[src/rtl/composite_encoder.sv]
// rtl/composite_encoder.sv - 4-stage composite video (NTSC/PAL) sample encoder.
// Define COMPOSITE_ENCODER_CLAMP_EN to saturate dacSample instead of wrapping.
module composite_encoder #(
    parameter int DAC_BITS   = 5,
    parameter int PHASE_BITS = 4
) (
    input  logic                  phaseClock,
    input  logic                  reset,
    input  logic [PHASE_BITS-1:0] subcarrierPhase,
    input  logic                  palMode,
    input  logic                  blank,
    input  logic                  sync,
    input  logic                  burst,
    input  logic                  linePhase,
    input  logic signed [8:0]     y,
    input  logic signed [8:0]     u,
    input  logic signed [8:0]     v,
    output logic [DAC_BITS-1:0]   dacSample,
    output logic                  syncOut
);

    localparam int TABLE_SIZE = 2 ** PHASE_BITS;
    localparam int QUARTER    = 2 ** (PHASE_BITS - 2);
    localparam int S          = 16 - DAC_BITS;

    localparam logic [DAC_BITS-1:0] SYNC_LEVEL  = '0;
    localparam logic [DAC_BITS-1:0] BLANK_LEVEL = DAC_BITS'(2 ** (DAC_BITS - 2));
    localparam logic signed [17:0]  ROUND_HALF  = 18'(2 ** (S - 1));
    localparam logic signed [17:0]  BLANK_SCALED =
        18'((2 ** (DAC_BITS - 2)) * (2 ** S) + 2 ** (S - 1));

    function automatic logic signed [7:0] cos_entry(input int k);
        real ang;
        real val;
        int  r;
        ang = 2.0 * 3.14159265358979 * $itor(k) / $itor(TABLE_SIZE);
        val = 127.0 * $cos(ang);
        if (val >= 0.0) r = $rtoi(val + 0.5);
        else            r = -$rtoi(0.5 - val);
        return 8'(r);
    endfunction

    logic signed [7:0] cos_tab [TABLE_SIZE];

    for (genvar k = 0; k < TABLE_SIZE; k++) begin : g_cos
        assign cos_tab[k] = cos_entry(k);
    end

    // sine is the cosine a quarter period earlier; the subtraction wraps in PHASE_BITS
    logic [PHASE_BITS-1:0] sin_idx;
    assign sin_idx = subcarrierPhase - PHASE_BITS'(QUARTER);

    logic [DAC_BITS-1:0] sel_offset;
    logic signed [8:0]   sel_y;
    logic signed [8:0]   sel_u;
    logic signed [8:0]   sel_v;

    always_comb begin
        sel_offset = BLANK_LEVEL;
        sel_y      = '0;
        sel_u      = '0;
        sel_v      = '0;
        if (sync) begin
            sel_offset = SYNC_LEVEL;
        end else if (burst) begin
            sel_u = palMode ? -9'sd45 : -9'sd64;
            sel_v = palMode ? (linePhase ? 9'sd45 : -9'sd45) : 9'sd0;
        end else if (!blank) begin
            sel_y = y;
            sel_u = u;
            sel_v = (palMode && !linePhase) ? -v : v;
        end
    end

    logic [DAC_BITS-1:0] s1_offset;
    logic signed [8:0]   s1_y;
    logic signed [8:0]   s1_u;
    logic signed [8:0]   s1_v;
    logic signed [7:0]   s1_cos;
    logic signed [7:0]   s1_sin;
    logic                s1_sync;

    always_ff @(posedge phaseClock) begin
        if (reset) begin
            s1_offset <= BLANK_LEVEL;
            s1_y      <= '0;
            s1_u      <= '0;
            s1_v      <= '0;
            s1_cos    <= '0;
            s1_sin    <= '0;
            s1_sync   <= 1'b0;
        end else begin
            s1_offset <= sel_offset;
            s1_y      <= sel_y;
            s1_u      <= sel_u;
            s1_v      <= sel_v;
            s1_cos    <= cos_tab[subcarrierPhase];
            s1_sin    <= cos_tab[sin_idx];
            s1_sync   <= sync;
        end
    end

    logic signed [17:0] u_ext;
    logic signed [17:0] v_ext;
    logic signed [17:0] cos_ext;
    logic signed [17:0] sin_ext;
    logic        [17:0] offset_ext;

    assign u_ext      = {{9{s1_u[8]}}, s1_u};
    assign v_ext      = {{9{s1_v[8]}}, s1_v};
    assign cos_ext    = {{10{s1_cos[7]}}, s1_cos};
    assign sin_ext    = {{10{s1_sin[7]}}, s1_sin};
    assign offset_ext = {{(18 - DAC_BITS){1'b0}}, s1_offset};

    logic signed [17:0] s2_y;
    logic signed [17:0] s2_u;
    logic signed [17:0] s2_v;
    logic signed [17:0] s2_off;
    logic               s2_sync;

    always_ff @(posedge phaseClock) begin
        if (reset) begin
            s2_y    <= '0;
            s2_u    <= '0;
            s2_v    <= '0;
            s2_off  <= BLANK_SCALED;
            s2_sync <= 1'b0;
        end else begin
            s2_y    <= {{2{s1_y[8]}}, s1_y, 7'd0};
            s2_u    <= u_ext * cos_ext;
            s2_v    <= v_ext * sin_ext;
            s2_off  <= $signed((offset_ext << S) + ROUND_HALF);
            s2_sync <= s1_sync;
        end
    end

    logic signed [17:0] acc;
    logic               s3_sync;

    always_ff @(posedge phaseClock) begin
        if (reset) begin
            acc     <= BLANK_SCALED;
            s3_sync <= 1'b0;
        end else begin
            acc     <= s2_y + s2_u + s2_v + s2_off;
            s3_sync <= s2_sync;
        end
    end

    logic [DAC_BITS-1:0] out_code;

`ifdef COMPOSITE_ENCODER_CLAMP_EN
    localparam logic signed [17:0] MAX_CODE = 18'(2 ** DAC_BITS - 1);
    logic signed [17:0] acc_shift;
    assign acc_shift = acc >>> S;

    always_comb begin
        out_code = acc_shift[DAC_BITS-1:0];
        if (acc < 0)                  out_code = '0;
        else if (acc_shift > MAX_CODE) out_code = MAX_CODE[DAC_BITS-1:0];
    end
`else
    logic unused_acc_bits;
    assign unused_acc_bits = ^{acc[17:S+DAC_BITS], acc[S-1:0]};
    assign out_code        = acc[S+DAC_BITS-1:S];
`endif

    always_ff @(posedge phaseClock) begin
        if (reset) begin
            dacSample <= BLANK_LEVEL;
            syncOut   <= 1'b0;
        end else begin
            dacSample <= out_code;
            syncOut   <= s3_sync;
        end
    end

endmodule
[config.mk]
export PLATFORM = sky130hd
export DESIGN_NAME = composite_encoder
export DESIGN_NICKNAME = d
export VERILOG_FILES = /design/src/rtl/composite_encoder.sv
export SDC_FILE = /design/constraint.sdc
export NUM_CORES = 1
export LEC_CHECK = 0
export CAP_MARGIN = 20
export CORE_MARGIN = 4
export CORE_UTILIZATION = 40
export CTS_CLUSTER_DIAMETER = 150
export DETAILED_ROUTE_END_ITERATION = 10
export GPL_ROUTABILITY_DRIVEN = 0
export GPL_TIMING_DRIVEN = 0
export HOLD_SLACK_MARGIN = 0.03
export PLACE_DENSITY = 0.55
export REMOVE_ABC_BUFFERS = 1
export SYNTH_ARGS = -nofsm -noshare
export SYNTH_HDL_FRONTEND = slang
export SYNTH_SLANG_ARGS = --single-unit
[constraint.sdc]
create_clock -name phaseClock -period 10.01 [get_ports phaseClock]
set_clock_uncertainty 0.15 [all_clocks]
set_input_delay 2.002 -clock phaseClock [delete_from_list [all_inputs] [get_ports phaseClock]]
set_output_delay 2.002 -clock phaseClock [all_outputs]
set_load 0.1 [all_outputs]
; Word level (Yosys, flattened, before mapping)
; Memory sizes are Yosys's and may differ from the RTL's. A register that Yosys moved wholly into a read port is not among the register bits.
; Cells that the tools add are included.
[totals]
register_bits = 121
mem_count = 2
rom_bits = 256
in_bits = 38
out_inout_bits = 6
ramBits = 0
latch_bits = 0
wordCells = 40
[memory_table]
columns = name, depth, word_bits, read_ports, rd_ports_with_merged_regs, write_ports, line
row1 = (no name shown), 16, 8, 1, 1, 0, 98  ; s1_sin <= cos_tab[sin_idx];
row2 = (no name shown), 16, 8, 1, 1, 0, 97  ; s1_cos <= cos_tab[subcarrierPhase];
[classes]
reduce_logical = 4
n_eq_ne = 0
addsub = 6
div = 0
n_mux = 9
n_bitwise = 2
n_shift = 0
n_lt_le_gt_ge = 0
multipliers = 2
[op_table]
columns = op, n
row1 = 9-bit two-way mux, 7
row2 = 16-bit adder, 3
row3 = 9-bit by 8-bit multiplier with 16-bit output, 2
row4 = 16-bit by 11-bit adder with 16-bit output (second input constant), 1
row5 = 4-bit NOT with 5-bit output, 2
row6 = 9-bit negation, 1
row7 = 5-bit two-way mux, 1
row8 = 4-bit two-way mux, 1
row9 = 4-bit OR reduction, 1
row10 = 4-bit by 3-bit subtractor with 4-bit output (second input constant), 1
row11 = 2-bit OR reduction, 1
row12 = 1-bit logical AND, 1
row13 = 1-bit zero test, 1

; Logic depth before layout (Yosys ltp)
[depth]
word_depth = 5
mapped_depth = 17
depth_no_buf = 16

; Worst setup path after synthesis
; No wires, ideal clock.
[synth_timing]
path_type = register to register
startpoint = register s1_sin[2]
endpoint = register s2_v[14]
n_path_buf = 1
synth_period_minus_slack_ns = 4.235
setup_time_ns = 0.121
required_time_ns = 9.739
t_arrival_ns = 3.965
slack_ns = 5.775
path_stages_with_launch = 16
cell_sequence = dfxtp_1 > clkbuf_1 > nand2_1 > fa_1 > fa_1 > inv_1 > fa_1 > inv_1 > fa_1 > inv_1 > ha_1 > o21ai_1 > a21boi_1 > o21bai_1 > o21ai_1 > mux2_2
[synth_via]
elab_chain_len = 1
[synth_lines]
columns = item, line
row1 = from (decl), 80  ; logic signed [7:0] s1_sin;
row2 = 9-bit by 8-bit multiplier with 16-bit output, 131  ; s2_v <= v_ext * sin_ext;
row3 = to (signal assigned), 131
row4 = to (decl), 117  ; logic signed [17:0] s2_v;
; No other way between the ends.
; A chain may end at the register's enable or synchronous reset.

; Worst setup path in the final report
[layout_timing]
startpoint = register s1_cos[2]
endpoint = register s2_u[14]
[layout_via]
elab_chain_len = 1
[layout_lines]
columns = item, line
row1 = from (decl), 79  ; logic signed [7:0] s1_cos;
row2 = 9-bit by 8-bit multiplier with 16-bit output, 130  ; s2_u <= u_ext * cos_ext;
row3 = to (signal assigned), 130
row4 = to (decl), 116  ; logic signed [17:0] s2_u;
; No other way between the ends.

==> summary.md <==
| Metric | Value |
|---|---|
| Outcome | `complete, no violations` |
| Synth Register Bits | `100` |
| Post-synth top cells | `inv_1, fa_1, dfxtp_1` |
| Pin count of the biggest net entering global routing | `49` |
| Max VDD drop | `0.0795 mV` |
| Routed Antenna Nets | `0` |
| Effective utilization at floorplan | `0.406` |
| Fin crit share | `0.466` |
| Main synth FF type | `dfxtp_1` |
| Top-count cell post-synth | `inv_1` |
| Via count | `6094` |
| Pwr/cell area | `109 mW/mm^2` |
| # H-tree levels | `3` |
| Crit-path max cell delay | `600 ps` |
| Fmax | `0.214 GHz` |
| WS Path Type | `reg -> reg` |
| CTS tree | `built` |
| Hold wc startpoint | `s1_offset[3]` |
| Post-DR vias/cell | `4.67` |
| Worst setup SP type | `register` |
| Mapped cell area | `0.00915 sq mm` |
| # rows | `55` |
| CTS Buf Count | `9` |
| R2r setup slk | `5350 ps` |
| Core area | `0.0226 sq mm` |
| Area growth syn-to-layout | `10.7%` |
| Worst min-delay path category | `reg -> reg` |
| Clock transition at path regs | `70 ps` |
| Leakage | `4.90 nW` |
| Grt total ovfl | `0` |
| Pre-antenna DRT Iters | `4` |
| RSZ-0062 raised after global routing | `false` |
| Total I/O pin count | `44` |
| Synth top area cells | `fa_1, dfxtp_1, ha_1` |
| Hold Vio Cnt, Final | `0` |
| Final Setup Violations | `0` |
| Cts repair resizes | `0` |
| Worst endpoint data arrival time | `4750 ps` |
| Worst-path cell chain | `nand2_1 > fa_1 > fa_1 > inv_1 > fa_1 > inv_1 > fa_1 > inv_1 > ha_1 > o21ai_1 > a21boi_1 > o21ai_1 > o21ai_1 > mux2_2` |
| Die Width | `159 microns` |
| Slew headroom | `0.358` |
| Clk buf depth | `2` |
| Final Cell Area | `0.0101 sq mm` |
| R2R depth | `14` |
| Post CTS Setup Buffer Count | `0` |
| Dpl hpwl | `14400 microns` |
| DRT iter0 DRCs | `155` |
| Clk Tree Root Cell | `clkbuf_16` |
| Post-DP Area | `0.00985 sq mm` |
| Die height | `159 microns` |
| Buf/Inv on CP | `3` |
| Slowest stage cell on the critical path | `dfxtp_1` |
| Initial antenna violation count | `0` |
| Count of cell types in the netlist | `48` |
| Vias in the first global route | `6135` |
| Final setup margin | `5350 ps` |
| Total die area | `0.0254 sq mm` |
| CP most frequent cell | `fa_1` |
| Layout cells sized above 1 | `0.0314` |
| Syn Inst Count | `990` |
| Nets | `1270` |
| Hold path depth | `1` |
| Post-CTS Hold Buffers | `0` |
| Reg-to-reg startpoint | `s1_cos[2]` |
| Routed WL | `17500 microns` |
| Number of synthesized flops with an enable pin | `0` |
| Max-cap viol count | `0` |
| Mapped Avg Cell Area | `9.25 sq um` |
| DRC | `0` |
| Total Routing Usage GR | `0.146` |
| Required @ worst endpoint | `10100 ps` |
| RR Endpoint | `s2_u[14]` |
| Post-synth top area cell | `fa_1` |
| DP Worst Slack | `5300 ps` |
| Number of synthesis warnings | `0` |
| Clk_lat worst skew | `350 ps` |
| Register area share after synthesis | `0.219` |
| Setup TNS | `0 ps` |
| Port bufs | `43` |
| Drt wl/cell | `13.4 microns` |
| Sink Count | `100` |
| Fin Hold WS | `256 ps` |
| Final min period | `4660 ps` |
| Fin. max-slew vios | `0` |
| Yosys top cell area share | `0.273` |
| Critical path's top delay family | `adder cells` |
| Worst Tran Pin Value | `960 ps` |
| Crit path max fanout | `9` |
| Worst path depth | `14` |
| Worst setup EP type | `register` |
| First-pass GRT wire length | `30600 microns` |
| FFs w/ async S/R, synth | `0` |
| Hold Path Sink | `s2_off[14]` |
## state kept, by name, indices dropped and copies added (netlist names), 5 cells and up
register   count
s2_y           9
s1_v           9
s1_cos         8
s1_u           9
s1_sin         8
s2_u          16
s1_y           9
s2_v          16
dacSample      5
acc            5
## layout by cell type, fill, tap and decap left out, types with 13 or more instances in the layout
cell type,count
xnor2_1,25
nand2_1,66
fa_1,125
a21oi_1,39
ha_1,92
nor2b_1,33
and2_1,93
clkdlybuf4s50_1,42
inv_1,183
dfxtp_1,100
nor3_1,16
o21ai_0,13
nor2_1,64
xor2_1,13
## worst max path at each step
stage                    from        to
floorplan           s1_sin[2]  s2_v[14]
global placement        reset   s1_v[5]
detailed placement  s1_cos[2]  s2_u[14]
CTS                 s1_cos[2]  s2_u[14]
global route        s1_cos[2]  s2_u[14]
finish              s1_cos[2]  s2_u[14]
## power by group
group	total, mW	internal (mW)	leakage (nW)	switching [mW]
clock	0.332	0.177	0.132	0.155
sequential	0.461	0.430	0.819	0.0310
combinational	0.307	0.134	3.95	0.173
total	1.10	0.741	4.90	0.359
## layer usage
metal / GRT usage / share of wire
met1: 0.216 / 0.52
met5: 0 / 0
met4: 0.0225 / 0.0048
met2: 0.230 / 0.45
met3: 0.0251 / 0.032
## cells by family after synthesis
group / after synthesis / share of synthesized area
XOR/XNOR: 38 / 0.0364
AO/OA/AOI/OAI: 109 / 0.0774
adder cells (fa/ha/maj): 217 / 0.399
flip-flops: 100 / 0.219
buffers and inverters: 214 / 0.0886
multiplexers: 6 / 0.00697
AND/OR/NAND/NOR: 306 / 0.173
## metrics by stage
| stage | total power [mW] | std cells | utilization |
|---|---|---|---|
| final | 1.10 | 1306 | 0.449 |
| after global routing | 1.18 | 1305 | 0.449 |
| after CTS | 1.12 | 1305 | 0.449 |
| after detailed placement | 0.782 | 1289 | 0.436 |
| after global placement | 0.778 | 1287 | 0.435 |
| after floorplan | 0.685 | 959 | - |
## area by class of cell
cell class / count / area, sq um
fill: 2236 / 12400
timing repair buffer: 45 / 460
tap: 285 / 357
clock buffer: 10 / 239
clock inverter: 6 / 45.0
sequential: 100 / 2000
inverter: 183 / 687
antenna: 1 / 2.50
multi-input combinational: 676 / 6340
Power figures use the tool's default switching activity.
